==> config.mk <==
export PLATFORM = sky130hd
export DESIGN_NAME = id_ex_pipe_reg_flat
export DESIGN_NICKNAME = d
export VERILOG_FILES = /design/src/rtl/id_ex_pipe_reg_if.sv /design/src/rtl/id_ex_pipe_reg.sv /design/src/flat_wrapper.sv
export SDC_FILE = /design/constraint.sdc
export NUM_CORES = 1
export LEC_CHECK = 0
export ABC_CLOCK_PERIOD_IN_PS = 2500
export BUFFER_PORTS_ARGS = -buffer_cell sky130_fd_sc_hd__buf_2
export CAP_MARGIN = 20
export CORE_MARGIN = 2
export CORE_UTILIZATION = 30
export DETAILED_ROUTE_END_ITERATION = 8
export GPL_TIMING_DRIVEN = 0
export PLACE_DENSITY = 0.52
export SLEW_MARGIN = 5
export SYNTH_ARGS = -nofsm -noshare
export SYNTH_HDL_FRONTEND = slang
export SYNTH_SLANG_ARGS = --single-unit
==> constraint.sdc <==
create_clock -name clk -period 2.5 [get_ports clk]
set_clock_uncertainty 0.1 [all_clocks]
set_input_delay 0 -clock clk [delete_from_list [all_inputs] [get_ports clk]]
set_output_delay 0 -clock clk [all_outputs]
set_load 0.03 [all_outputs]
==> src/rtl/id_ex_pipe_reg_if.sv <==
`default_nettype none
// ============================================================================
// Module      : id_ex_pipe_reg_if
// Description : Decode-to-execute handshake bundle. Decode side is the master;
//               the pipeline register is the slave.
// Revision    : 1.0 - initial release
// ============================================================================
interface id_ex_pipe_reg_if #(
    parameter int XLEN  = 32,
    parameter int CNT_W = 16
);
    logic             stall_e;
    logic             flush_e;
    logic             valid_d;
    logic             reg_write_d;
    logic [1:0]       result_src_d;
    logic             mem_write_d;
    logic             jump_d;
    logic             branch_d;
    logic             alu_src_d;
    logic [2:0]       alu_control_d;
    logic [2:0]       funct3_d;
    logic [XLEN-1:0]  rd1_d;
    logic [XLEN-1:0]  rd2_d;
    logic [XLEN-1:0]  pc_d;
    logic [XLEN-1:0]  pc_plus4_d;
    logic [XLEN-1:0]  imm_ext_d;
    logic [4:0]       rs1_d;
    logic [4:0]       rs2_d;
    logic [4:0]       rd_d;

    logic             valid_e;
    logic             reg_write_e;
    logic [1:0]       result_src_e;
    logic             mem_write_e;
    logic             jump_e;
    logic             branch_e;
    logic             alu_src_e;
    logic [2:0]       alu_control_e;
    logic [2:0]       funct3_e;
    logic [XLEN-1:0]  rd1_e;
    logic [XLEN-1:0]  rd2_e;
    logic [XLEN-1:0]  pc_e;
    logic [XLEN-1:0]  pc_plus4_e;
    logic [XLEN-1:0]  imm_ext_e;
    logic [4:0]       rs1_e;
    logic [4:0]       rs2_e;
    logic [4:0]       rd_e;
    logic [CNT_W-1:0] bubble_cnt;

    modport master (
        output stall_e, flush_e, valid_d, reg_write_d, result_src_d, mem_write_d,
               jump_d, branch_d, alu_src_d, alu_control_d, funct3_d, rd1_d, rd2_d,
               pc_d, pc_plus4_d, imm_ext_d, rs1_d, rs2_d, rd_d,
        input  valid_e, reg_write_e, result_src_e, mem_write_e, jump_e, branch_e,
               alu_src_e, alu_control_e, funct3_e, rd1_e, rd2_e, pc_e, pc_plus4_e,
               imm_ext_e, rs1_e, rs2_e, rd_e, bubble_cnt
    );

    modport slave (
        input  stall_e, flush_e, valid_d, reg_write_d, result_src_d, mem_write_d,
               jump_d, branch_d, alu_src_d, alu_control_d, funct3_d, rd1_d, rd2_d,
               pc_d, pc_plus4_d, imm_ext_d, rs1_d, rs2_d, rd_d,
        output valid_e, reg_write_e, result_src_e, mem_write_e, jump_e, branch_e,
               alu_src_e, alu_control_e, funct3_e, rd1_e, rd2_e, pc_e, pc_plus4_e,
               imm_ext_e, rs1_e, rs2_e, rd_e, bubble_cnt
    );
endinterface
`default_nettype wire

==> src/rtl/id_ex_pipe_reg.sv <==
`default_nettype none
// ============================================================================
// Module      : id_ex_pipe_reg
// Description : ID/EX pipeline register with stall, flush-to-bubble, valid
//               gating of side-effecting controls and a saturating bubble counter.
// Revision    : 1.0 - initial release
// ============================================================================
module id_ex_pipe_reg #(
    parameter int XLEN  = 32,
    parameter int CNT_W = 16
) (
    input  wire logic       clk,
    input  wire logic       rst_n,
    id_ex_pipe_reg_if.slave bus
);
    localparam logic [CNT_W-1:0] c_cnt_max = '1;

    logic             r_valid;
    logic             r_reg_write;
    logic [1:0]       r_result_src;
    logic             r_mem_write;
    logic             r_jump;
    logic             r_branch;
    logic             r_alu_src;
    logic [2:0]       r_alu_control;
    logic [2:0]       r_funct3;
    logic [XLEN-1:0]  r_rd1;
    logic [XLEN-1:0]  r_rd2;
    logic [XLEN-1:0]  r_pc;
    logic [XLEN-1:0]  r_pc_plus4;
    logic [XLEN-1:0]  r_imm_ext;
    logic [4:0]       r_rs1;
    logic [4:0]       r_rs2;
    logic [4:0]       r_rd;
    logic [CNT_W-1:0] r_bubble_cnt;

    always_ff @(posedge clk or negedge rst_n) begin
        if (!rst_n) begin
            r_valid       <= 1'b0;
            r_reg_write   <= 1'b0;
            r_result_src  <= '0;
            r_mem_write   <= 1'b0;
            r_jump        <= 1'b0;
            r_branch      <= 1'b0;
            r_alu_src     <= 1'b0;
            r_alu_control <= '0;
            r_funct3      <= '0;
            r_rd1         <= '0;
            r_rd2         <= '0;
            r_pc          <= '0;
            r_pc_plus4    <= '0;
            r_imm_ext     <= '0;
            r_rs1         <= '0;
            r_rs2         <= '0;
            r_rd          <= '0;
            r_bubble_cnt  <= '0;
        end else if (bus.flush_e) begin
            // Whole bundle zeroed so rd=0 can never match a forwarding compare
            r_valid       <= 1'b0;
            r_reg_write   <= 1'b0;
            r_result_src  <= '0;
            r_mem_write   <= 1'b0;
            r_jump        <= 1'b0;
            r_branch      <= 1'b0;
            r_alu_src     <= 1'b0;
            r_alu_control <= '0;
            r_funct3      <= '0;
            r_rd1         <= '0;
            r_rd2         <= '0;
            r_pc          <= '0;
            r_pc_plus4    <= '0;
            r_imm_ext     <= '0;
            r_rs1         <= '0;
            r_rs2         <= '0;
            r_rd          <= '0;
            if (r_bubble_cnt != c_cnt_max) begin
                r_bubble_cnt <= r_bubble_cnt + 1'b1;
            end
        end else if (!bus.stall_e) begin
            // Side-effecting controls qualified by valid; data fields pass through
            r_valid       <= bus.valid_d;
            r_reg_write   <= bus.valid_d & bus.reg_write_d;
            r_mem_write   <= bus.valid_d & bus.mem_write_d;
            r_jump        <= bus.valid_d & bus.jump_d;
            r_branch      <= bus.valid_d & bus.branch_d;
            r_result_src  <= bus.result_src_d;
            r_alu_src     <= bus.alu_src_d;
            r_alu_control <= bus.alu_control_d;
            r_funct3      <= bus.funct3_d;
            r_rd1         <= bus.rd1_d;
            r_rd2         <= bus.rd2_d;
            r_pc          <= bus.pc_d;
            r_pc_plus4    <= bus.pc_plus4_d;
            r_imm_ext     <= bus.imm_ext_d;
            r_rs1         <= bus.rs1_d;
            r_rs2         <= bus.rs2_d;
            r_rd          <= bus.rd_d;
        end
    end

    assign bus.valid_e       = r_valid;
    assign bus.reg_write_e   = r_reg_write;
    assign bus.result_src_e  = r_result_src;
    assign bus.mem_write_e   = r_mem_write;
    assign bus.jump_e        = r_jump;
    assign bus.branch_e      = r_branch;
    assign bus.alu_src_e     = r_alu_src;
    assign bus.alu_control_e = r_alu_control;
    assign bus.funct3_e      = r_funct3;
    assign bus.rd1_e         = r_rd1;
    assign bus.rd2_e         = r_rd2;
    assign bus.pc_e          = r_pc;
    assign bus.pc_plus4_e    = r_pc_plus4;
    assign bus.imm_ext_e     = r_imm_ext;
    assign bus.rs1_e         = r_rs1;
    assign bus.rs2_e         = r_rs2;
    assign bus.rd_e          = r_rd;
    assign bus.bubble_cnt    = r_bubble_cnt;
endmodule
`default_nettype wire
==> src/flat_wrapper.sv <==
// flat-port wrapper written by rule: the top's interface ports become plain ports
module id_ex_pipe_reg_flat 
#(
    parameter int XLEN  = 32,
    parameter int CNT_W = 16
)
  (clk, rst_n, bus_stall_e, bus_flush_e, bus_valid_d, bus_reg_write_d, bus_result_src_d, bus_mem_write_d, bus_jump_d, bus_branch_d, bus_alu_src_d, bus_alu_control_d, bus_funct3_d, bus_rd1_d, bus_rd2_d, bus_pc_d, bus_pc_plus4_d, bus_imm_ext_d, bus_rs1_d, bus_rs2_d, bus_rd_d, bus_valid_e, bus_reg_write_e, bus_result_src_e, bus_mem_write_e, bus_jump_e, bus_branch_e, bus_alu_src_e, bus_alu_control_e, bus_funct3_e, bus_rd1_e, bus_rd2_e, bus_pc_e, bus_pc_plus4_e, bus_imm_ext_e, bus_rs1_e, bus_rs2_e, bus_rd_e, bus_bubble_cnt);
  id_ex_pipe_reg_if #(.XLEN(XLEN), .CNT_W(CNT_W)) bus_i ();
  input  wire logic clk;
  input  wire logic rst_n;
  input wire logic [$bits(bus_i.stall_e)-1:0] bus_stall_e;
  input wire logic [$bits(bus_i.flush_e)-1:0] bus_flush_e;
  input wire logic [$bits(bus_i.valid_d)-1:0] bus_valid_d;
  input wire logic [$bits(bus_i.reg_write_d)-1:0] bus_reg_write_d;
  input wire logic [$bits(bus_i.result_src_d)-1:0] bus_result_src_d;
  input wire logic [$bits(bus_i.mem_write_d)-1:0] bus_mem_write_d;
  input wire logic [$bits(bus_i.jump_d)-1:0] bus_jump_d;
  input wire logic [$bits(bus_i.branch_d)-1:0] bus_branch_d;
  input wire logic [$bits(bus_i.alu_src_d)-1:0] bus_alu_src_d;
  input wire logic [$bits(bus_i.alu_control_d)-1:0] bus_alu_control_d;
  input wire logic [$bits(bus_i.funct3_d)-1:0] bus_funct3_d;
  input wire logic [$bits(bus_i.rd1_d)-1:0] bus_rd1_d;
  input wire logic [$bits(bus_i.rd2_d)-1:0] bus_rd2_d;
  input wire logic [$bits(bus_i.pc_d)-1:0] bus_pc_d;
  input wire logic [$bits(bus_i.pc_plus4_d)-1:0] bus_pc_plus4_d;
  input wire logic [$bits(bus_i.imm_ext_d)-1:0] bus_imm_ext_d;
  input wire logic [$bits(bus_i.rs1_d)-1:0] bus_rs1_d;
  input wire logic [$bits(bus_i.rs2_d)-1:0] bus_rs2_d;
  input wire logic [$bits(bus_i.rd_d)-1:0] bus_rd_d;
  output wire logic [$bits(bus_i.valid_e)-1:0] bus_valid_e;
  output wire logic [$bits(bus_i.reg_write_e)-1:0] bus_reg_write_e;
  output wire logic [$bits(bus_i.result_src_e)-1:0] bus_result_src_e;
  output wire logic [$bits(bus_i.mem_write_e)-1:0] bus_mem_write_e;
  output wire logic [$bits(bus_i.jump_e)-1:0] bus_jump_e;
  output wire logic [$bits(bus_i.branch_e)-1:0] bus_branch_e;
  output wire logic [$bits(bus_i.alu_src_e)-1:0] bus_alu_src_e;
  output wire logic [$bits(bus_i.alu_control_e)-1:0] bus_alu_control_e;
  output wire logic [$bits(bus_i.funct3_e)-1:0] bus_funct3_e;
  output wire logic [$bits(bus_i.rd1_e)-1:0] bus_rd1_e;
  output wire logic [$bits(bus_i.rd2_e)-1:0] bus_rd2_e;
  output wire logic [$bits(bus_i.pc_e)-1:0] bus_pc_e;
  output wire logic [$bits(bus_i.pc_plus4_e)-1:0] bus_pc_plus4_e;
  output wire logic [$bits(bus_i.imm_ext_e)-1:0] bus_imm_ext_e;
  output wire logic [$bits(bus_i.rs1_e)-1:0] bus_rs1_e;
  output wire logic [$bits(bus_i.rs2_e)-1:0] bus_rs2_e;
  output wire logic [$bits(bus_i.rd_e)-1:0] bus_rd_e;
  output wire logic [$bits(bus_i.bubble_cnt)-1:0] bus_bubble_cnt;
  assign bus_i.stall_e = bus_stall_e;
  assign bus_i.flush_e = bus_flush_e;
  assign bus_i.valid_d = bus_valid_d;
  assign bus_i.reg_write_d = bus_reg_write_d;
  assign bus_i.result_src_d = bus_result_src_d;
  assign bus_i.mem_write_d = bus_mem_write_d;
  assign bus_i.jump_d = bus_jump_d;
  assign bus_i.branch_d = bus_branch_d;
  assign bus_i.alu_src_d = bus_alu_src_d;
  assign bus_i.alu_control_d = bus_alu_control_d;
  assign bus_i.funct3_d = bus_funct3_d;
  assign bus_i.rd1_d = bus_rd1_d;
  assign bus_i.rd2_d = bus_rd2_d;
  assign bus_i.pc_d = bus_pc_d;
  assign bus_i.pc_plus4_d = bus_pc_plus4_d;
  assign bus_i.imm_ext_d = bus_imm_ext_d;
  assign bus_i.rs1_d = bus_rs1_d;
  assign bus_i.rs2_d = bus_rs2_d;
  assign bus_i.rd_d = bus_rd_d;
  assign bus_valid_e = bus_i.valid_e;
  assign bus_reg_write_e = bus_i.reg_write_e;
  assign bus_result_src_e = bus_i.result_src_e;
  assign bus_mem_write_e = bus_i.mem_write_e;
  assign bus_jump_e = bus_i.jump_e;
  assign bus_branch_e = bus_i.branch_e;
  assign bus_alu_src_e = bus_i.alu_src_e;
  assign bus_alu_control_e = bus_i.alu_control_e;
  assign bus_funct3_e = bus_i.funct3_e;
  assign bus_rd1_e = bus_i.rd1_e;
  assign bus_rd2_e = bus_i.rd2_e;
  assign bus_pc_e = bus_i.pc_e;
  assign bus_pc_plus4_e = bus_i.pc_plus4_e;
  assign bus_imm_ext_e = bus_i.imm_ext_e;
  assign bus_rs1_e = bus_i.rs1_e;
  assign bus_rs2_e = bus_i.rs2_e;
  assign bus_rd_e = bus_i.rd_e;
  assign bus_bubble_cnt = bus_i.bubble_cnt;
  id_ex_pipe_reg #(.XLEN(XLEN), .CNT_W(CNT_W)) u_core (.clk(clk), .rst_n(rst_n), .bus(bus_i));
endmodule
==> flow_metrics.env, run 1 <==
export IMPL_syn_inst=687
export IMPL_final_cell_mix="buf_2, dlygate4sd3_1, dfrtp_1, nor2_1, mux2i_1"
export IMPL_yosys_warnings=0
export IMPL_worst_setup_path_type="flop to flop"
export IMPL_drtPass1Iterations=4
export IMPL_drv_slew=0
export IMPL_gp_congestion=0.7940
export IMPL_seq_area_frac_synth_pct=61.43
export IMPL_track_usage_pct=18.11
export IMPL_path_buf_inv=0
export IMPL_muxShareOfSynthArea_pct=22.24
export IMPL_clockBufferDepth=3
export IMPL_cts_resized=0
export IMPL_core_um2=27630
export IMPL_netlist_area_um2=8351
export IMPL_yosys_cell_types_count=27
export IMPL_routed_wl_um=27450
export IMPL_place_area_um2=10870
export IMPL_overflow=0
export IMPL_core_rowCount=61
export IMPL_leakage_uw=0.007505
export IMPL_synth_compound_area_share_pct=0.4795
export IMPL_area_growth_syn_to_layout_pct=63.83
export IMPL_syn_avg_cell_area_um2=12.16
export IMPL_hold_end="u_core.bus.rs2_e[2]"
export IMPL_setup_viol=0
export IMPL_hold_path_depth=4
export IMPL_r2r_setup_slack_ns=0.54
export IMPL_cp_end_kind="flop"
export IMPL_holdWs_ns=0.1618
export IMPL_grt_setup_unrepaired="no"
export IMPL_avgViaCountPerCell=4.357
export IMPL_cp_data_arrival_time_ns=2.26
export IMPL_initial_utilization_pct=30.22
export IMPL_maxCapViolCount=0
export IMPL_grt_first_pass_wirelength_um=41650
export IMPL_fmax_mhz=509.6
export IMPL_start_kind="flop"
export IMPL_worstPathRequired_ns=2.80
export IMPL_tritoncts="yes"
export IMPL_cp_depth=5
export IMPL_die_area_um2=29190
export IMPL_synth_top_family_by_area="multiplexers"
export IMPL_die_h_um=170.8
export IMPL_antenna_found_initial=0
export IMPL_antenna_left=0
export IMPL_status="complete, no violations"
export IMPL_cts_buffers=25
export IMPL_wl_per_cell_um=16.08
export IMPL_reg2reg_from="u_core.bus.bubble_cnt[1]"
export IMPL_syn_num_nets=881
export IMPL_ir_drop_mv=0.4106
export IMPL_fin_nets=1511
export IMPL_slew_limit_headroom_pct=48.83
export IMPL_reg2reg_depth=5
export IMPL_hpwl_um=18750
export IMPL_synth_seq_cells=205
export IMPL_synth_adder_area_share_pct=0.1498
export IMPL_worstSkewPairLatency_ns=0.51
export IMPL_worst_pin_slew_ns=0.7676
export IMPL_fin_crit_ns=1.962
export IMPL_cp_slowest_cell="or4_4"
export IMPL_drc_errors=0
export IMPL_grt_max_degree=90
export IMPL_path_cells="ha_1 > nand4_1 > or4_4 > nand2_4 > mux2_4"
export IMPL_hold_violations=0
export IMPL_pin_count=398
export IMPL_cpLargestDelayFamily="simple AND/OR/NAND/NOR gates"
export IMPL_die_width_um=170.8
export IMPL_final_layout_size_suffix_gt1_share_pct=34.41
export IMPL_h_tree_depth=1
export IMPL_hold_class="input port to flop"
export IMPL_critical_path_reg2reg_endpoint="u_core.bus.bubble_cnt[1]"
export IMPL_fill_cells=2522
export IMPL_holdBufCountCts=206
export IMPL_min_delay_start="bus_rs2_d[2]"
export IMPL_final_area_um2=13680
export IMPL_final_common_cell="buf_2"
export IMPL_yosys_area_share_xor_xnor_pct=1.468
export IMPL_path_clk_slew_ns=0.06
export IMPL_grt_pass1_vias=7673
export IMPL_port_buffer_count=395
export IMPL_vias=7437
export IMPL_finalPower_uw=8877
export IMPL_power_density_nw_per_um2=648.9
export IMPL_dr_first_iter_drc_count=280
export IMPL_cts_setup_buffers=0
export IMPL_slowest_delay_ns=0.49
export IMPL_synth_simple_area_share_pct=11.85
export IMPL_finalCritPeriodShare_pct=78.49
export IMPL_path_max_fanout=5
export IMPL_cts_root_buf="clkbuf_16"
export IMPL_cts_sinks=205
sequential cells by signal, summed over array words and instances (netlist names), 2 cells and up:
signal	count
u_core.bus.alu_control_e	3
u_core.bus.bubble_cnt	16
u_core.bus.funct3_e	3
u_core.bus.imm_ext_e	32
u_core.bus.pc_e	32
u_core.bus.pc_plus4_e	32
u_core.bus.rd1_e	32
u_core.bus.rd2_e	32
u_core.bus.rd_e	5
u_core.bus.result_src_e	2
u_core.bus.rs1_e	5
u_core.bus.rs2_e	5
synthesized netlist by cell type, drive strengths merged:
master / number / area [µm²]
dfrtp: 205 / 5130
nor2: 194 / 728.2
mux2i: 184 / 1842
buf: 25 / 131.4
clkbuf: 18 / 67.56
nand4: 9 / 86.33
nand2: 8 / 37.54
xnor2: 8 / 70.07
nand3: 7 / 40.04
xor2: 6 / 52.55
nor4: 5 / 31.28
a22oi: 3 / 22.52
and3: 3 / 18.77
nor3: 3 / 15.01
a21oi: 2 / 10.01
and2: 1 / 6.260
and4: 1 / 8.760
ha: 1 / 12.51
mux2: 1 / 15.01
nor2b: 1 / 6.260
o21a: 1 / 7.510
or4: 1 / 11.26
layout make-up:
class	instances	area [µm²]	share of cell area (%)
timing repair buffer	603	4114	30.07
antenna	1	2.502	0.01829
tap	378	473.0	3.457
sequential	205	5130	37.50
multi-input combinational	439	3022	22.09
clock inverter	2	13.76	0.1006
clock buffer	36	726.9	5.314
buffer	43	198.9	1.454
worst min-delay path: stages:
cell and delay (ns):
dlygate4sd3_1 0.51, buf_2 0.09, mux2i_1 0.05, nor2_1 0.07
through the flow:
step,cells,setup slack [ns],util [%],TNS [ns]
floorplan,687,0.4815,-,0
global placement,1460,-2.470,39.09,-501.87
detailed placement,1462,0.5529,39.33,0
CTS,1706,0.5404,49.51,0
global route,1706,0.4358,49.51,0
finish,1707,0.5378,49.52,0
kinds of logic after synthesis:
logic type	after synthesis
mux	185
buf+inv	43
xor+xnor	14
compound gates	6
fa+ha+maj	1
flops	205
simple gates	233
how the worst max path moves through the flow:
stage / start / to / slack (ns)
after floorplan: u_core.bus.bubble_cnt[0] / u_core.bus.bubble_cnt[1] / 0.48
after global placement: rst_n / u_core.bus.pc_plus4_e[15] / -2.47
after detailed placement: u_core.bus.bubble_cnt[0] / u_core.bus.bubble_cnt[1] / 0.55
after CTS: u_core.bus.bubble_cnt[0] / u_core.bus.bubble_cnt[1] / 0.54
after global routing: u_core.bus.bubble_cnt[0] / u_core.bus.bubble_cnt[1] / 0.44
final: u_core.bus.bubble_cnt[1] / u_core.bus.bubble_cnt[1] / 0.54
report_power, final:
| part | switching (µW) | total [µW] | internal (µW) |
|---|---|---|---|
| clock network | 1370 | 3350 | 1980 |
| logic | 1050 | 1790 | 745 |
| registers | 191 | 3740 | 3540 |
| total | 2600 | 8880 | 6270 |
per-layer routing:
metal | part of all wire [%] | global-route usage, % | wire length [µm] | vias to the layer above
met3 | 5.4 | 3.354 | 1472 | 66
met1 | 42 | 22.52 | 11450 | 3564
met5 | 0 | 0 | 0 | -
met4 | 4.0 | 6.927 | 1086 | 0
met2 | 49 | 31.26 | 13440 | 240
li1 | - | - | - | 3567
Note: power is estimated with default switching activity, not from simulation.
==> run 2, diff against run 1 <==
--- a/config.mk
+++ b/config.mk
@@ -5,14 +5,14 @@
 export SDC_FILE = /design/constraint.sdc
 export NUM_CORES = 1
 export LEC_CHECK = 0
-export ABC_CLOCK_PERIOD_IN_PS = 2500
+export ABC_CLOCK_PERIOD_IN_PS = 1800
 export BUFFER_PORTS_ARGS = -buffer_cell sky130_fd_sc_hd__buf_2
 export CAP_MARGIN = 20
 export CORE_MARGIN = 2
 export CORE_UTILIZATION = 30
 export DETAILED_ROUTE_END_ITERATION = 8
 export GPL_TIMING_DRIVEN = 0
-export PLACE_DENSITY = 0.52
+export PLACE_DENSITY = 0.54
 export SLEW_MARGIN = 5
 export SYNTH_ARGS = -nofsm -noshare
 export SYNTH_HDL_FRONTEND = slang
==> constraint.sdc (replaced) <==
create_clock -name clk -period 1.8 [get_ports clk]
set_clock_uncertainty 0.1 [all_clocks]
set_input_delay 0 -clock clk [delete_from_list [all_inputs] [get_ports clk]]
set_output_delay 0 -clock clk [all_outputs]
set_load 0.03 [all_outputs]
==> run 2 against run 1 <==
Clock power increased by 59%. Combinational power increased by 46%. Total power increased by 48%. Critical path depth decreased by 1. Sequential power increased by 38%. Wire length decreased by 0.48%. Sequential share of layout area decreased by 0.36 points. Worst hold slack got worse by 0.16 ns. Count of clock-buffer cells in the layout decreased by 3. Core utilization increased by 0.63 points. Flip-flop and latch count unchanged. Register-to-register slack got worse by 0.52 ns. Largest power group is now the clock network.
==> flow_metrics.env, run 2 (synthesis gave the netlist of run 1 again) <==
export IMPL_path_buf_inv=0
export IMPL_initial_utilization_pct=30.22
export IMPL_worst_pin_slew_ns=0.8140
export IMPL_place_area_um2=10870
export IMPL_h_tree_depth=1
export IMPL_r2r_setup_slack_ns=0.02
export IMPL_drv_slew=0
export IMPL_antenna_found_initial=2
export IMPL_tritoncts="yes"
export IMPL_start_kind="flop"
export IMPL_wl_per_cell_um=15.87
export IMPL_grt_first_pass_wirelength_um=41520
export IMPL_cp_slowest_cell="or4_4"
export IMPL_die_width_um=170.8
export IMPL_vias=7466
export IMPL_path_max_fanout=6
export IMPL_startpoint="u_core.bus.bubble_cnt[4]"
export IMPL_dr_first_iter_drc_count=281
export IMPL_cpLargestDelayFamily="simple AND/OR/NAND/NOR gates"
export IMPL_ir_drop_mv=0.6319
export IMPL_track_usage_pct=17.91
export IMPL_holdWs_ns=0.005529
export IMPL_core_rowCount=61
export IMPL_overflow=0
export IMPL_critical_path_reg2reg_endpoint="u_core.bus.bubble_cnt[1]"
export IMPL_slew_limit_headroom_pct=45.73
export IMPL_slowest_delay_ns=0.60
export IMPL_gp_congestion=0.7736
export IMPL_finalCritPeriodShare_pct=99.09
export IMPL_hpwl_um=18260
export IMPL_drc_errors=0
export IMPL_cp_end_kind="flop"
export IMPL_maxCapViolCount=0
export IMPL_port_buffer_count=395
export IMPL_routed_wl_um=27320
export IMPL_hold_class="input port to asynchronous set/reset pin"
export IMPL_setup_viol=0
export IMPL_cts_root_buf="clkbuf_16"
export IMPL_clockBufferDepth=3
export IMPL_antenna_left=0
export IMPL_die_area_um2=29190
export IMPL_core_um2=27630
export IMPL_cts_sinks=205
export IMPL_worstPathRequired_ns=2.09
export IMPL_cp_data_arrival_time_ns=2.07
export IMPL_grt_pass1_vias=7806
export IMPL_final_area_um2=13860
export IMPL_reg2reg_depth=4
export IMPL_path_cells="nand3_2 > or4_4 > nand2_4 > mux2_4"
export IMPL_worst_setup_path_type="flop to flop"
export IMPL_area_growth_syn_to_layout_pct=65.93
export IMPL_hold_violations=0
export IMPL_status="complete, no violations"
export IMPL_fin_nets=1516
export IMPL_worstSkewPairLatency_ns=0.51
export IMPL_die_h_um=170.8
export IMPL_cts_buffers=25
export IMPL_final_layout_size_suffix_gt1_share_pct=36.42
export IMPL_grt_setup_unrepaired="yes"
export IMPL_fin_crit_ns=1.784
export IMPL_drtPass1Iterations=4
export IMPL_fin_tns_setup_ns=0
export IMPL_fin_util_pct=50.15
export IMPL_path_clk_slew_ns=0.06
export IMPL_leakage_uw=0.007576
export IMPL_critical_path_endpoint="u_core.bus.bubble_cnt[1]"
export IMPL_grt_max_degree=106
export IMPL_fmax_mhz=560.7
export IMPL_reg2reg_from="u_core.bus.bubble_cnt[4]"
export IMPL_pin_count=398
export IMPL_power_density_nw_per_um2=946.4
export IMPL_cp_depth=4
export IMPL_avgViaCountPerCell=4.338
export IMPL_final_cell_mix="buf_2, dlygate4sd3_1, nor2_1, dfrtp_1, mux2i_1"
export IMPL_final_common_cell="buf_2"
==> run 2: worst min-delay path by stage <==
stage	to	cells past startpoint
3_3_place_gp	u_core.bus.result_src_e[0]	3
5_1_grt	u_core.bus.rd1_e[7]	2
2_1_floorplan	u_core.bus.alu_control_e[0]	0
4_1_cts	u_core.bus.rd1_e[7]	2
3_5_place_dp	u_core.bus.rd1_e[7]	1
6_report	u_core.bus.rd1_e[10]	2
==> run 2: metal layers <==
| layer | GRT usage, % | share of wire [%] | up-vias | routed length, µm |
|---|---|---|---|---|
| met5 | 0 | 0 | - | 0 |
| met4 | 5.490 | 2.5 | 0 | 692 |
| met3 | 4.025 | 6.4 | 50 | 1760 |
| met2 | 31.02 | 49 | 251 | 13400 |
| met1 | 22.27 | 42 | 3578 | 11460 |
| li1 | - | - | 3587 | - |
==> run 2: what timing repair did <==
action | 4_1_cts | 5_1_grt
endpoints found under the hold margin | 302 | 0
setup buffers | 2 | 6
pin swaps | 0 | 0
hold buffers | 204 | 0
setup endpoints to repair | 3 | 2
resized for setup | 1 | 1
==> run 2: power breakdown <==
part	total, µW	switching [µW]	leakage, µW	internal (µW)
combinational	2610	1500	0.00444	1110
clock	5330	2010	0.000438	3330
sequential	5170	242	0.00270	4930
total	13100	3740	0.00758	9370
==> run 2: final cells by class <==
type | count | area [µm²]
Sequential cell | 205 | 5146
Antenna cell | 3 | 7.507
Multi-Input combinational cell | 439 | 3040
Clock buffer | 33 | 705.7
Fill cell | 2564 | 13770
Tap cell | 378 | 473.0
Clock inverter | 12 | 166.4
Buffer | 43 | 200.2
Timing Repair Buffer | 608 | 4116
==> run 2: metrics by stage <==
stage | power, µW | instances | setup WS [ns]
2_1_floorplan | 6547 | 687 | -0.06147
4_1_cts | 13240 | 1712 | -0.005775
3_5_place_dp | 7428 | 1461 | -0.02345
3_3_place_gp | 7401 | 1460 | -3.581
6_report | 13110 | 1721 | 0.01647
5_1_grt | 13710 | 1720 | -0.03466
==> run 3, diff against run 2 <==
--- a/config.mk
+++ b/config.mk
@@ -8,11 +8,13 @@
 export ABC_CLOCK_PERIOD_IN_PS = 1800
 export BUFFER_PORTS_ARGS = -buffer_cell sky130_fd_sc_hd__buf_2
 export CAP_MARGIN = 20
+export CELL_PAD_IN_SITES_DETAIL_PLACEMENT = 0
+export CELL_PAD_IN_SITES_GLOBAL_PLACEMENT = 2
 export CORE_MARGIN = 2
-export CORE_UTILIZATION = 30
+export CORE_UTILIZATION = 25
 export DETAILED_ROUTE_END_ITERATION = 8
 export GPL_TIMING_DRIVEN = 0
-export PLACE_DENSITY = 0.54
+export PLACE_DENSITY = 0.71
 export SLEW_MARGIN = 5
 export SYNTH_ARGS = -nofsm -noshare
 export SYNTH_HDL_FRONTEND = slang
==> run 3 against run 2 <==
The run now ends with negative hold slack left. Worst hold slack lost 0.022 ns. Die area increased by 20%. Sequential share of layout area about the same. Critical path type unchanged. Critical endpoint unchanged. Largest cell class unchanged. Largest power group is now registers.
==> flow_metrics.env, run 3 (synthesis gave the netlist of run 1 again) <==
export IMPL_fmax_mhz=561.5
export IMPL_status="complete, but fails checks"
export IMPL_port_buffer_count=395
export IMPL_tritoncts="yes"
export IMPL_antenna_left=0
export IMPL_reg2reg_from="u_core.bus.bubble_cnt[9]"
export IMPL_wl_met3_um=1462
export IMPL_place_ws_ns=-0.008312
export IMPL_cp_end_kind="flop"
export IMPL_cts_sinks=205
export IMPL_wl_met1_um=12160
export IMPL_fin_tns_setup_ns=0
export IMPL_finalCritPeriodShare_pct=98.94
export IMPL_holdWs_ns=-0.01689
export IMPL_area_growth_syn_to_layout_pct=65.84
export IMPL_worst_pin_slew_ns=0.8197
export IMPL_start_kind="flop"
export IMPL_die_area_um2=34880
export IMPL_clockBufferDepth=3
export IMPL_core_um2=32700
export IMPL_core_rowCount=66
export IMPL_power_density_nw_per_um2=925.6
export IMPL_path_clk_slew_ns=0.06
export IMPL_worst_setup_path_type="flop to flop"
export IMPL_route_met2_wl_um=13780
export IMPL_routed_wl_um=28100
export IMPL_drtPass1Iterations=7
export IMPL_cts_root_buf="clkbuf_16"
export IMPL_grt_max_degree=106
export IMPL_path_cells="nand4_4 > or4_4 > nand2_4 > mux2_4"
export IMPL_grt_first_pass_wirelength_um=44930
export IMPL_hpwl_um=19790
export IMPL_pin_count=398
export IMPL_cpLargestDelayFamily="simple AND/OR/NAND/NOR gates"
export IMPL_track_usage_pct=15.77
export IMPL_maxCapViolCount=0
export IMPL_leakage_uw=0.007517
export IMPL_slew_limit_headroom_pct=45.35
export IMPL_critical_path_reg2reg_endpoint="u_core.bus.bubble_cnt[1]"
export IMPL_worst_slack_ns=0.01911
export IMPL_worstSkewPairLatency_ns=0.51
export IMPL_fin_crit_ns=1.781
export IMPL_die_h_um=186.8
export IMPL_cp_data_arrival_time_ns=2.07
export IMPL_hold_violations=3
export IMPL_antenna_cells=0
export IMPL_cts_buffers=24
export IMPL_finalPower_uw=12820
export IMPL_reg2reg_depth=4
export IMPL_dr_first_iter_drc_count=198
export IMPL_cp_depth=4
export IMPL_antenna_found_initial=0
export IMPL_hold_class="input port to asynchronous set/reset pin"
export IMPL_cp_slowest_cell="or4_4"
export IMPL_violations="negative hold slack"
export IMPL_avgViaCountPerCell=4.179
export IMPL_drv_slew=0
export IMPL_overflow=0
export IMPL_ir_drop_mv=0.6242
export IMPL_startpoint="u_core.bus.bubble_cnt[9]"
export IMPL_grt_setup_unrepaired="yes"
export IMPL_vias=7417
export IMPL_final_layout_size_suffix_gt1_share_pct=36.08
export IMPL_die_width_um=186.8
export IMPL_path_buf_inv=0
export IMPL_grt_pass1_vias=8082
export IMPL_final_cell_mix="buf_2, dlygate4sd3_1, nor2_1, dfrtp_1, mux2i_1"
export IMPL_worstPathRequired_ns=2.09
export IMPL_gp_congestion=0.7737
export IMPL_fin_nets=1511
export IMPL_r2r_setup_slack_ns=0.02
export IMPL_top_layer_used="met4"
export IMPL_initial_utilization_pct=25.54
export IMPL_slowest_delay_ns=0.61
export IMPL_wl_per_cell_um=15.83
export IMPL_setup_viol=0
export IMPL_critical_path_endpoint="u_core.bus.bubble_cnt[1]"
export IMPL_h_tree_depth=1
export IMPL_path_max_fanout=6
export IMPL_drc_errors=0
export IMPL_final_common_cell="buf_2"
## run 3: cell type report
| class | instances | area, µm² |
|---|---|---|
| Buffer | 43 | 200.2 |
| Clock buffer | 33 | 695.7 |
| Clock inverter | 9 | 125.1 |
| Fill cell | 3250 | 18850 |
| Multi-Input combinational cell | 439 | 3040 |
| Sequential cell | 205 | 5147 |
| Tap cell | 442 | 553.0 |
| Timing Repair Buffer | 604 | 4086 |
## run 3: how the worst min path moves through the flow
stage,endpoint,depth (start not counted)
final,u_core.bus.pc_plus4_e[5],2
after global routing,u_core.bus.pc_plus4_e[6],2
after CTS,u_core.bus.pc_plus4_e[5],2
after detailed placement,u_core.bus.pc_plus4_e[5],1
after global placement,u_core.bus.rs1_e[2],3
after floorplan,u_core.bus.alu_control_e[0],0
## run 3: report_power, final
part	switching [µW]	leakage [µW]	internal (µW)
combinational	1490	0.00442	1070
clock	1960	0.000400	3120
sequential	244	0.00270	4940
total	3690	0.00752	9120
## run 3: what timing repair did
item	4_1_cts	5_1_grt
hold buffers	204	0
setup buffers	4	0
pin swaps	0	1
gates resized for setup	0	4
setup endpoints to repair	1	9
endpoints found under the hold margin	302	0
## run 3: metrics by stage
step	util [%]	instance area, µm²	std cells
6_report	42.35	13850	1775
3_5_place_dp	33.47	10950	1525
5_1_grt	42.35	13850	1775
4_1_cts	42.32	13840	1775
3_3_place_gp	33.36	10910	1524
2_1_floorplan	-	8379	687
## run 3: layer usage
metal | vias up | GRT usage, %
met5 | - | 0
met4 | 0 | 4.670
met3 | 45 | 2.765
met2 | 233 | 27.67
met1 | 3579 | 19.82
li1 | 3560 | -
